### src/rtl/mult_arbiter_if.sv
// mult_arbiter_if: bundles the requester-side handshake and the multiplier-side
// operand/result signals of mult_arbiter. The slave modport is the arbiter's
// view; the master modport is the view of whoever drives requests and models
// the multiplier.
interface mult_arbiter_if #(
  parameter int W = 8
);
  // requester side
  logic [1:0]     req;
  logic [W-1:0]   a0;
  logic [W-1:0]   b0;
  logic [W-1:0]   a1;
  logic [W-1:0]   b1;
  logic [1:0]     gnt;
  logic [2*W-1:0] res;
  logic [1:0]     res_valid;
  logic           err;
  logic           busy;
  // multiplier side
  logic [W-1:0]   m_plicand;
  logic [W-1:0]   m_pliar;
  logic           m_start;
  logic [2*W-1:0] m_product;
  logic           m_done;

  modport slave (
    input  req, a0, b0, a1, b1, m_product, m_done,
    output gnt, res, res_valid, err, busy, m_plicand, m_pliar, m_start
  );

  modport master (
    output req, a0, b0, a1, b1, m_product, m_done,
    input  gnt, res, res_valid, err, busy, m_plicand, m_pliar, m_start
  );
endinterface

### src/rtl/mult_arbiter.sv
// mult_arbiter: round-robin arbiter/sequencer sharing one sequential WxW
// multiplier between two requesters. One transaction at a time:
// IDLE (arbitrate, latch operands, gnt) -> ISSUE (m_start) -> WAIT (m_done)
// -> RESP (res_valid to owner).
// Optional feature macro: MULT_TIMEOUT_EN -- aborts a WAIT lasting
// TIMEOUT_CYC cycles with res=0 and err pulsed alongside res_valid.
module mult_arbiter #(
  parameter int W           = 8,
  parameter int TIMEOUT_CYC = 64
) (
  input  logic          clk,
  input  logic          rst,
  mult_arbiter_if.slave bus
);

  localparam logic [1:0] IDLE  = 2'd0;
  localparam logic [1:0] ISSUE = 2'd1;
  localparam logic [1:0] WAIT  = 2'd2;
  localparam logic [1:0] RESP  = 2'd3;

  logic [1:0]     state_reg;
  logic [1:0]     state_next;
  logic           owner_reg;
  logic           last_reg;
  logic           winner;
  logic [1:0]     gnt_reg;
  logic [1:0]     res_valid_reg;
  logic [2*W-1:0] res_reg;
  logic [W-1:0]   plicand_reg;
  logic [W-1:0]   pliar_reg;
  logic           start_reg;
  logic           busy_reg;
  logic           timeout_hit;

  // Round-robin pick: on contention the requester not served last wins.
  always_comb begin
    winner = 1'b0;
    if (bus.req == 2'b11) begin
      winner = ~last_reg;
    end else begin
      winner = bus.req[1];
    end
  end

  // Transaction sequencing; m_done only matters while in WAIT.
  always_comb begin
    state_next = state_reg;
    case (state_reg)
      IDLE:    if (bus.req != 2'b00) state_next = ISSUE;
      ISSUE:   state_next = WAIT;
      WAIT:    if (bus.m_done || timeout_hit) state_next = RESP;
      RESP:    state_next = IDLE;
      default: state_next = IDLE;
    endcase
  end

  // State, operand latch, result capture and the one-cycle handshake pulses.
  always_ff @(posedge clk or negedge rst) begin
    if (!rst) begin
      state_reg     <= IDLE;
      owner_reg     <= 1'b0;
      last_reg      <= 1'b1;
      gnt_reg       <= 2'b00;
      res_valid_reg <= 2'b00;
      res_reg       <= '0;
      plicand_reg   <= '0;
      pliar_reg     <= '0;
      start_reg     <= 1'b0;
      busy_reg      <= 1'b0;
    end else begin
      state_reg     <= state_next;
      busy_reg      <= (state_next != IDLE);
      gnt_reg       <= 2'b00;
      res_valid_reg <= 2'b00;
      start_reg     <= 1'b0;
      case (state_reg)
        IDLE: begin
          if (bus.req != 2'b00) begin
            owner_reg   <= winner;
            plicand_reg <= winner ? bus.a1 : bus.a0;
            pliar_reg   <= winner ? bus.b1 : bus.b0;
            gnt_reg     <= winner ? 2'b10 : 2'b01;
          end
        end
        ISSUE: begin
          start_reg <= 1'b1;
        end
        WAIT: begin
          if (bus.m_done) begin
            res_reg <= bus.m_product;
          end else if (timeout_hit) begin
            res_reg <= '0;
          end
        end
        RESP: begin
          res_valid_reg <= owner_reg ? 2'b10 : 2'b01;
          last_reg      <= owner_reg;
        end
        default: ;
      endcase
    end
  end

`ifdef MULT_TIMEOUT_EN
  localparam int CNT_W = $clog2(TIMEOUT_CYC) + 1;

  logic [CNT_W-1:0] wait_cnt_reg;
  logic             abort_reg;
  logic             err_reg;

  // Last permitted WAIT cycle passes without m_done: abort this transaction.
  assign timeout_hit = (state_reg == WAIT) && !bus.m_done &&
                       (wait_cnt_reg == CNT_W'(TIMEOUT_CYC - 1));

  // Count WAIT cycles from zero on each entry; remember an abort so RESP can flag err.
  always_ff @(posedge clk or negedge rst) begin
    if (!rst) begin
      wait_cnt_reg <= '0;
      abort_reg    <= 1'b0;
      err_reg      <= 1'b0;
    end else begin
      err_reg <= 1'b0;
      case (state_reg)
        ISSUE: wait_cnt_reg <= '0;
        WAIT: begin
          if (timeout_hit) begin
            abort_reg <= 1'b1;
          end else begin
            wait_cnt_reg <= wait_cnt_reg + 1'b1;
          end
        end
        RESP: begin
          err_reg   <= abort_reg;
          abort_reg <= 1'b0;
        end
        default: ;
      endcase
    end
  end

  assign bus.err = err_reg;
`else
  assign timeout_hit = 1'b0;
  assign bus.err     = 1'b0;
`endif

  assign bus.gnt       = gnt_reg;
  assign bus.res       = res_reg;
  assign bus.res_valid = res_valid_reg;
  assign bus.busy      = busy_reg;
  assign bus.m_plicand = plicand_reg;
  assign bus.m_pliar   = pliar_reg;
  assign bus.m_start   = start_reg;

endmodule

### src/flat_wrapper.sv
// flat-port wrapper written by rule: the top's interface ports become plain ports
module mult_arbiter_flat 
#(
  parameter int W           = 8,
  parameter int TIMEOUT_CYC = 64
)
  (clk, rst, bus_req, bus_a0, bus_b0, bus_a1, bus_b1, bus_m_product, bus_m_done, bus_gnt, bus_res, bus_res_valid, bus_err, bus_busy, bus_m_plicand, bus_m_pliar, bus_m_start);
  mult_arbiter_if #(.W(W)) bus_i ();
  input  logic clk;
  input  logic rst;
  input wire logic [$bits(bus_i.req)-1:0] bus_req;
  input wire logic [$bits(bus_i.a0)-1:0] bus_a0;
  input wire logic [$bits(bus_i.b0)-1:0] bus_b0;
  input wire logic [$bits(bus_i.a1)-1:0] bus_a1;
  input wire logic [$bits(bus_i.b1)-1:0] bus_b1;
  input wire logic [$bits(bus_i.m_product)-1:0] bus_m_product;
  input wire logic [$bits(bus_i.m_done)-1:0] bus_m_done;
  output wire logic [$bits(bus_i.gnt)-1:0] bus_gnt;
  output wire logic [$bits(bus_i.res)-1:0] bus_res;
  output wire logic [$bits(bus_i.res_valid)-1:0] bus_res_valid;
  output wire logic [$bits(bus_i.err)-1:0] bus_err;
  output wire logic [$bits(bus_i.busy)-1:0] bus_busy;
  output wire logic [$bits(bus_i.m_plicand)-1:0] bus_m_plicand;
  output wire logic [$bits(bus_i.m_pliar)-1:0] bus_m_pliar;
  output wire logic [$bits(bus_i.m_start)-1:0] bus_m_start;
  assign bus_i.req = bus_req;
  assign bus_i.a0 = bus_a0;
  assign bus_i.b0 = bus_b0;
  assign bus_i.a1 = bus_a1;
  assign bus_i.b1 = bus_b1;
  assign bus_i.m_product = bus_m_product;
  assign bus_i.m_done = bus_m_done;
  assign bus_gnt = bus_i.gnt;
  assign bus_res = bus_i.res;
  assign bus_res_valid = bus_i.res_valid;
  assign bus_err = bus_i.err;
  assign bus_busy = bus_i.busy;
  assign bus_m_plicand = bus_i.m_plicand;
  assign bus_m_pliar = bus_i.m_pliar;
  assign bus_m_start = bus_i.m_start;
  mult_arbiter #(.W(W), .TIMEOUT_CYC(TIMEOUT_CYC)) u_core (.clk(clk), .rst(rst), .bus(bus_i));
endmodule
### config.mk
export PLATFORM = sky130hd
export DESIGN_NAME = mult_arbiter_flat
export DESIGN_NICKNAME = d
export VERILOG_FILES = /design/src/rtl/mult_arbiter_if.sv /design/src/rtl/mult_arbiter.sv /design/src/flat_wrapper.sv
export SDC_FILE = /design/constraint.sdc
export NUM_CORES = 1
export LEC_CHECK = 0
export CAP_MARGIN = 0
export CORE_UTILIZATION = 39
export DETAILED_ROUTE_END_ITERATION = 8
export PLACE_DENSITY = 0.9
export SLEW_MARGIN = 0
export SYNTH_ARGS = -nofsm -noshare
export SYNTH_HDL_FRONTEND = slang
export SYNTH_SLANG_ARGS = --single-unit
### constraint.sdc
create_clock -name clk -period 2.2 [get_ports clk]
set_input_delay 0.22 -clock clk [delete_from_list [all_inputs] [get_ports clk]]
set_output_delay 0.22 -clock clk [all_outputs]
set_load 0.1 [all_outputs]
==> results of run 1 <==
layer usage:
metal  up-vias  routed length [µm]  part of all wire
met4         0                  57             0.014
li1        696                   -                 -
met3         4                 194             0.048
met1       700                1660              0.41
met5         -                   0                 0
met2        46                2120              0.52
logic make-up after synthesis:
kind of cell / synth area share
other cells: 0.00215
buf+inv: 0.0308
flops: 0.602
compound gates: 0.132
simple gates: 0.0874
mux: 0.110
fa+ha+maj: 0.0358
synthesized netlist by cell type, drive strengths merged:
master  count
a21bo       1
a21boi      1
a21o        1
a21oi      32
and2        2
buf         6
conb        1
dfrtp      41
dfstp       1
ha          5
inv         2
mux2       17
nand2      17
nor2       17
nor2b       1
o21a        1
o21ai       3
o31ai       1
or2         1
stage by stage:
stage	utilization	std cells	setup slack [ns]	area, µm²
4_1_cts	0.649	297	0.570	2690
2_1_floorplan	-	151	0.654	1750
3_5_place_dp	0.624	288	0.487	2590
6_report	0.649	297	0.576	2690
3_3_place_gp	0.624	288	0.555	2590
5_1_grt	0.649	297	0.398	2690
worst register-to-register path, delay by kind of cell, from the launching register on:
family | cells | cell delay, ns
AOI/OAI and AO/OA | 2 | 0.68
adders and majority gates | 1 | 0.23
buffers and inverters | 1 | 0.12
DFF | 1 | 0.43
and+or+nand+nor | 1 | 0.08
worst min-delay path by stage:
stage	end	start	slack, ns	cells after the start
after floorplan	u_core.bus.busy	rst	-0.08	0
after global placement	u_core.bus.m_plicand[3]	rst	0.20	1
after detailed placement	u_core.bus.m_plicand[0]	rst	0.20	1
after CTS	u_core.bus.res[9]	rst	0.43	2
after global routing	u_core.bus.m_plicand[2]	rst	0.48	2
final	u_core.bus.res[12]	rst	0.43	2
area by class of cell:
type,instances,area (µm²)
timing repair buffer,94,833
clock inverter,1,5.00
clock buffer,7,86.3
multi-input combinational,101,641
tap,50,62.6
fill,368,1460
sequential,42,1050
inverter,2,7.51
placed cells by master (no fill, tap or decap):
master,count
clkdlybuf4s50_1,51
buf_4,41
dfrtp_1,41
a21oi_1,32
nor2_1,17
nand2_1,17
mux2_2,17
clkbuf_8,6
ha_1,5
inv_1,2
o21ai_0,2
and2_1,2
o31ai_1,1
nor2b_1,1
a21boi_4,1
o21ai_2,1
or2_2,1
a21bo_1,1
o21a_1,1
a21o_1,1
conb_1,1
clkinv_2,1
clkbuf_1,1
dlygate4sd3_1,1
buf_2,1
dfstp_2,1
==> impl_metrics.yaml, run 1 <==
run_status:
  run_status: "completed"
timing:
  hold_violations: 0
  finalCritPeriodShare: 0.738
  drv_slew: 0
  min_period_ns: 1.62
  worstMarginPinSlew_ns: 0.588
  rsz0062_at_grt: "no"
  fmax_mhz: 616
  finalSetupViolCount: 0
  hold-worst-slack_ns: 0.426
  tns_ns: 0
  maxSlewHeadroom: 0.608
  finClkSkew_ns: 0.00604
global_route:
  grt_pass1_vias: 1384
  antenna_found_initial: 0
  grt_overflow_total: 0
  use_met1: 0.221
  track_usage: 0.183
  grt_pass1_wl_um: 6270
  grt-busiest-layer: "met2"
  grtUsageMet2: 0.320
  grtUsageMet3: 0.0313
  grt_max_degree: 23
synth:
  synth_area_leaders: "dfrtp_1, mux2_2, a21oi_1, nand2_1, nor2_1"
  synth_area_per_cell_um2: 11.6
  synth_area_um2: 1750
  syn_nets: 209
  synth_area_leader_cell: "dfrtp_1"
  yosysWarnings: 0
  synth-seq-area-share: 0.602
  syn_inst: 151
  ys_seq_elements: 42
  synthDistinctLibCells: 22
  synth_top_area_share: 0.587
floorplanning:
  rows: 23
  fp.dieArea_um2: 4750
  initial_core_util: 0.421
  ios: 92
  die_w_um: 68.9
  core_um2: 4140
  die_h_um: 68.9
placed_design:
  io_buffer_count: 90
  gp_congestion: 0.748
  dp_hpwl_um: 3060
detailed_routing:
  first_pass_iters: 4
  first_iter_violations: 79
  vias: 1446
  routed_wl_um: 4040
  ant_nets: 0
  vias_per_cell: 4.87
  drc: 0
  routedWlPerCell_um: 13.6
setup_path:
  path_delay_family: "compound AO/OA/AOI/OAI gates"
  cpPeakStageDelay_ns: 0.53
  setup.worst_path.start_class: "register"
  crit_path_start: "u_core.state_reg[0]"
  crit_buf_inv: 1
  crit_fanout: 16
  cp.required_ns: 2.40
  cp_num_cells: 5
  endpoint: "u_core.bus.m_pliar[5]"
  critPathCaptureType: "register"
  r2r-end: "u_core.bus.m_pliar[5]"
  critPathArrivalTime_ns: 1.82
  critPathKind: "register to register"
  cp_cell_sequence: "inv_1 > ha_1 > o21a_1 > nor2_1 > a21oi_1"
  r2r_slack_ns: 0.58
  reg2reg_from: "u_core.state_reg[0]"
  critical_path.slowest_cell: "o21a_1"
  rr_worst_depth: 5
finish:
  largest_reg_flops: 16
  area_growth_pct: 53.9
  drive_above_1_share: 0.283
  diodes: 0
  nNetsFinal: 304
cts:
  cts.sinks: 42
  clk_pin_slew_ns: 0.07
  htree_levels: 2
  cts_tree: "yes"
  cts_root_buffer: "clkbuf_8"
  cts_resized: 0
  cts_buffer_depth: 2
  clk_latency_ns: 0.28
  hold_buffers: 1
  numCtsBuffers: 5
  post-cts-setup-buffer-count: 0
hold_path:
  holdCritPathClass: "input pin to asynchronous set/reset pin"
flow_run:
  drv_cap: 0
Power of run 1 is left out: the tool's default activity adds up to more than one toggle a clock period on the data nets, which glitch-free logic cannot reach.
==> run 2: changes to the inputs <==
clock period = 1.5 ns   (was 2.2 ns; I/O delays follow)
==> run 2 against run 1 <==
First-iteration DRC count rose by 33%. Fmax rose by 15%. Clock-buffer cell count fell by 2. Die area did not move. Critical path type unchanged. Critical endpoint is now u_core.bus.res[9].
==> impl_metrics.yaml, run 2 (same netlist as run 1, synthesis figures left out) <==
run_status:
  run_status: "completed"
detailed_routing:
  vias_per_cell: 4.86
  routedWlPerCell_um: 14.8
  routed_wl_um: 4480
  ant_nets: 0
  drc: 0
  first_iter_violations: 105
  first_pass_iters: 4
  vias: 1467
finish:
  nNetsFinal: 309
  layout_common_cells: "clkdlybuf4s50_1, buf_12, dfrtp_1"
  largest_reg_flops: 16
  multi_input_area_um2: 641
  seq_area_um2: 1050
  area_growth_pct: 88.8
  drive_above_1_share: 0.302
  n_fill_cell: 261
  diodes: 0
  layout_commonest_cell: "clkdlybuf4s50_1"
cts:
  cts_root_buffer: "clkbuf_8"
  cts_buffer_depth: 2
  hold_buffers: 1
  cts.sinks: 42
  htree_levels: 2
  post-cts-setup-buffer-count: 0
  clk_pin_slew_ns: 0.08
  cts_tree: "yes"
  numCtsBuffers: 5
  clk_latency_ns: 0.29
  cts_resized: 0
global_route:
  grt_pass1_wl_um: 6840
  use_met1: 0.253
  grtUsageMet3: 0.0345
  antenna_found_initial: 0
  grt_max_degree: 38
  grt_overflow_total: 0
  track_usage: 0.202
  grt_pass1_vias: 1474
  grt-busiest-layer: "met2"
  grtUsageMet2: 0.346
timing:
  finalSetupViolCount: 0
  drv_slew: 0
  finalCritPeriodShare: 0.943
  rsz0062_at_grt: "no"
  tns_ns: 0
  finClkSkew_ns: 0.00416
  fmax_mhz: 707
  hold_violations: 0
  min_period_ns: 1.41
floorplanning:
  die_h_um: 68.9
  fp.dieArea_um2: 4750
  die_w_um: 68.9
  ios: 92
  core_um2: 4140
  initial_core_util: 0.421
  rows: 23
hold_path:
  holdCritPathClass: "input pin to asynchronous set/reset pin"
setup_path:
  crit_buf_inv: 2
  path_delay_family: "flip-flops"
  critPathArrivalTime_ns: 1.59
  r2r-end: "u_core.bus.res[9]"
  cp.required_ns: 1.68
  critPathCaptureType: "register"
  critical_path.slowest_cell: "dfrtp_1"
  crit_fanout: 16
  rr_worst_depth: 5
  r2r_slack_ns: 0.09
  critPathKind: "register to register"
  setup.worst_path.start_class: "register"
  cp_cell_sequence: "inv_1 > ha_1 > nand2_1 > buf_12 > mux2_2"
  cpPeakStageDelay_ns: 0.36
  reg2reg_from: "u_core.state_reg[0]"
flow_run:
  drv_cap: 0
placed_design:
  gp_congestion: 0.778
  io_buffer_count: 90
  dp_hpwl_um: 3480
## run 2: layout make-up
type / instances / area share
Clock buffer: 5 / 0.0209
Clock inverter: 3 / 0.0137
Inverter: 2 / 0.00228
Multi-Input combinational cell: 101 / 0.194
Sequential cell: 42 / 0.319
Tap cell: 50 / 0.0190
Timing Repair Buffer: 99 / 0.431
## run 2: worst register-to-register path, delay by kind of cell (launching register included)
kind / cells / cell delay (ns)
AND/OR/NAND/NOR: 1 / 0.11
adder cells (fa/ha/maj): 1 / 0.24
multiplexers: 1 / 0.35
buffers and inverters: 2 / 0.25
flip-flops: 1 / 0.36
## run 2: per-stage QoR
step	std cells	worst slack, ns	instance area (µm²)	util	hold WS [ns]
2_1_floorplan	151	0.00328	1750	-	-0.146
3_3_place_gp	293	0.0438	3170	0.766	-0.0102
3_5_place_dp	293	0.0262	3170	0.766	-0.00853
4_1_cts	302	0.0842	3300	0.796	0.209
5_1_grt	302	0.0386	3300	0.796	0.213
6_report	302	0.0861	3300	0.796	0.227
## run 2: routing by layer
| metal | part of all wire | vias to the layer above |
|---|---|---|
| met3 | 0.058 | 4 |
| met5 | 0 | - |
| met1 | 0.41 | 711 |
| li1 | - | 704 |
| met4 | 0.0092 | 0 |
| met2 | 0.52 | 48 |
## run 2: worst max-delay path by stage
stage	startpoint	endpoint	slack, ns	cells past startpoint
floorplan	u_core.state_reg[0]	u_core.bus.res[0]	0.003	5
global placement	bus_req[0]	u_core.bus.busy	0.04	4
detailed placement	bus_req[0]	u_core.bus.busy	0.03	4
CTS	u_core.state_reg[0]	u_core.bus.res[9]	0.08	5
global route	u_core.state_reg[0]	u_core.bus.res[5]	0.04	5
finish	u_core.state_reg[0]	u_core.bus.res[9]	0.09	5
Power of run 2 is left out for the same reason.
==> run 3: changes to the inputs <==
SLEW_MARGIN = 5   (was 0)
==> results of run 3 <==
Same layout as run 2: the final DEF is identical, and so are final timing and power.
Power of run 3 is left out for the same reason.
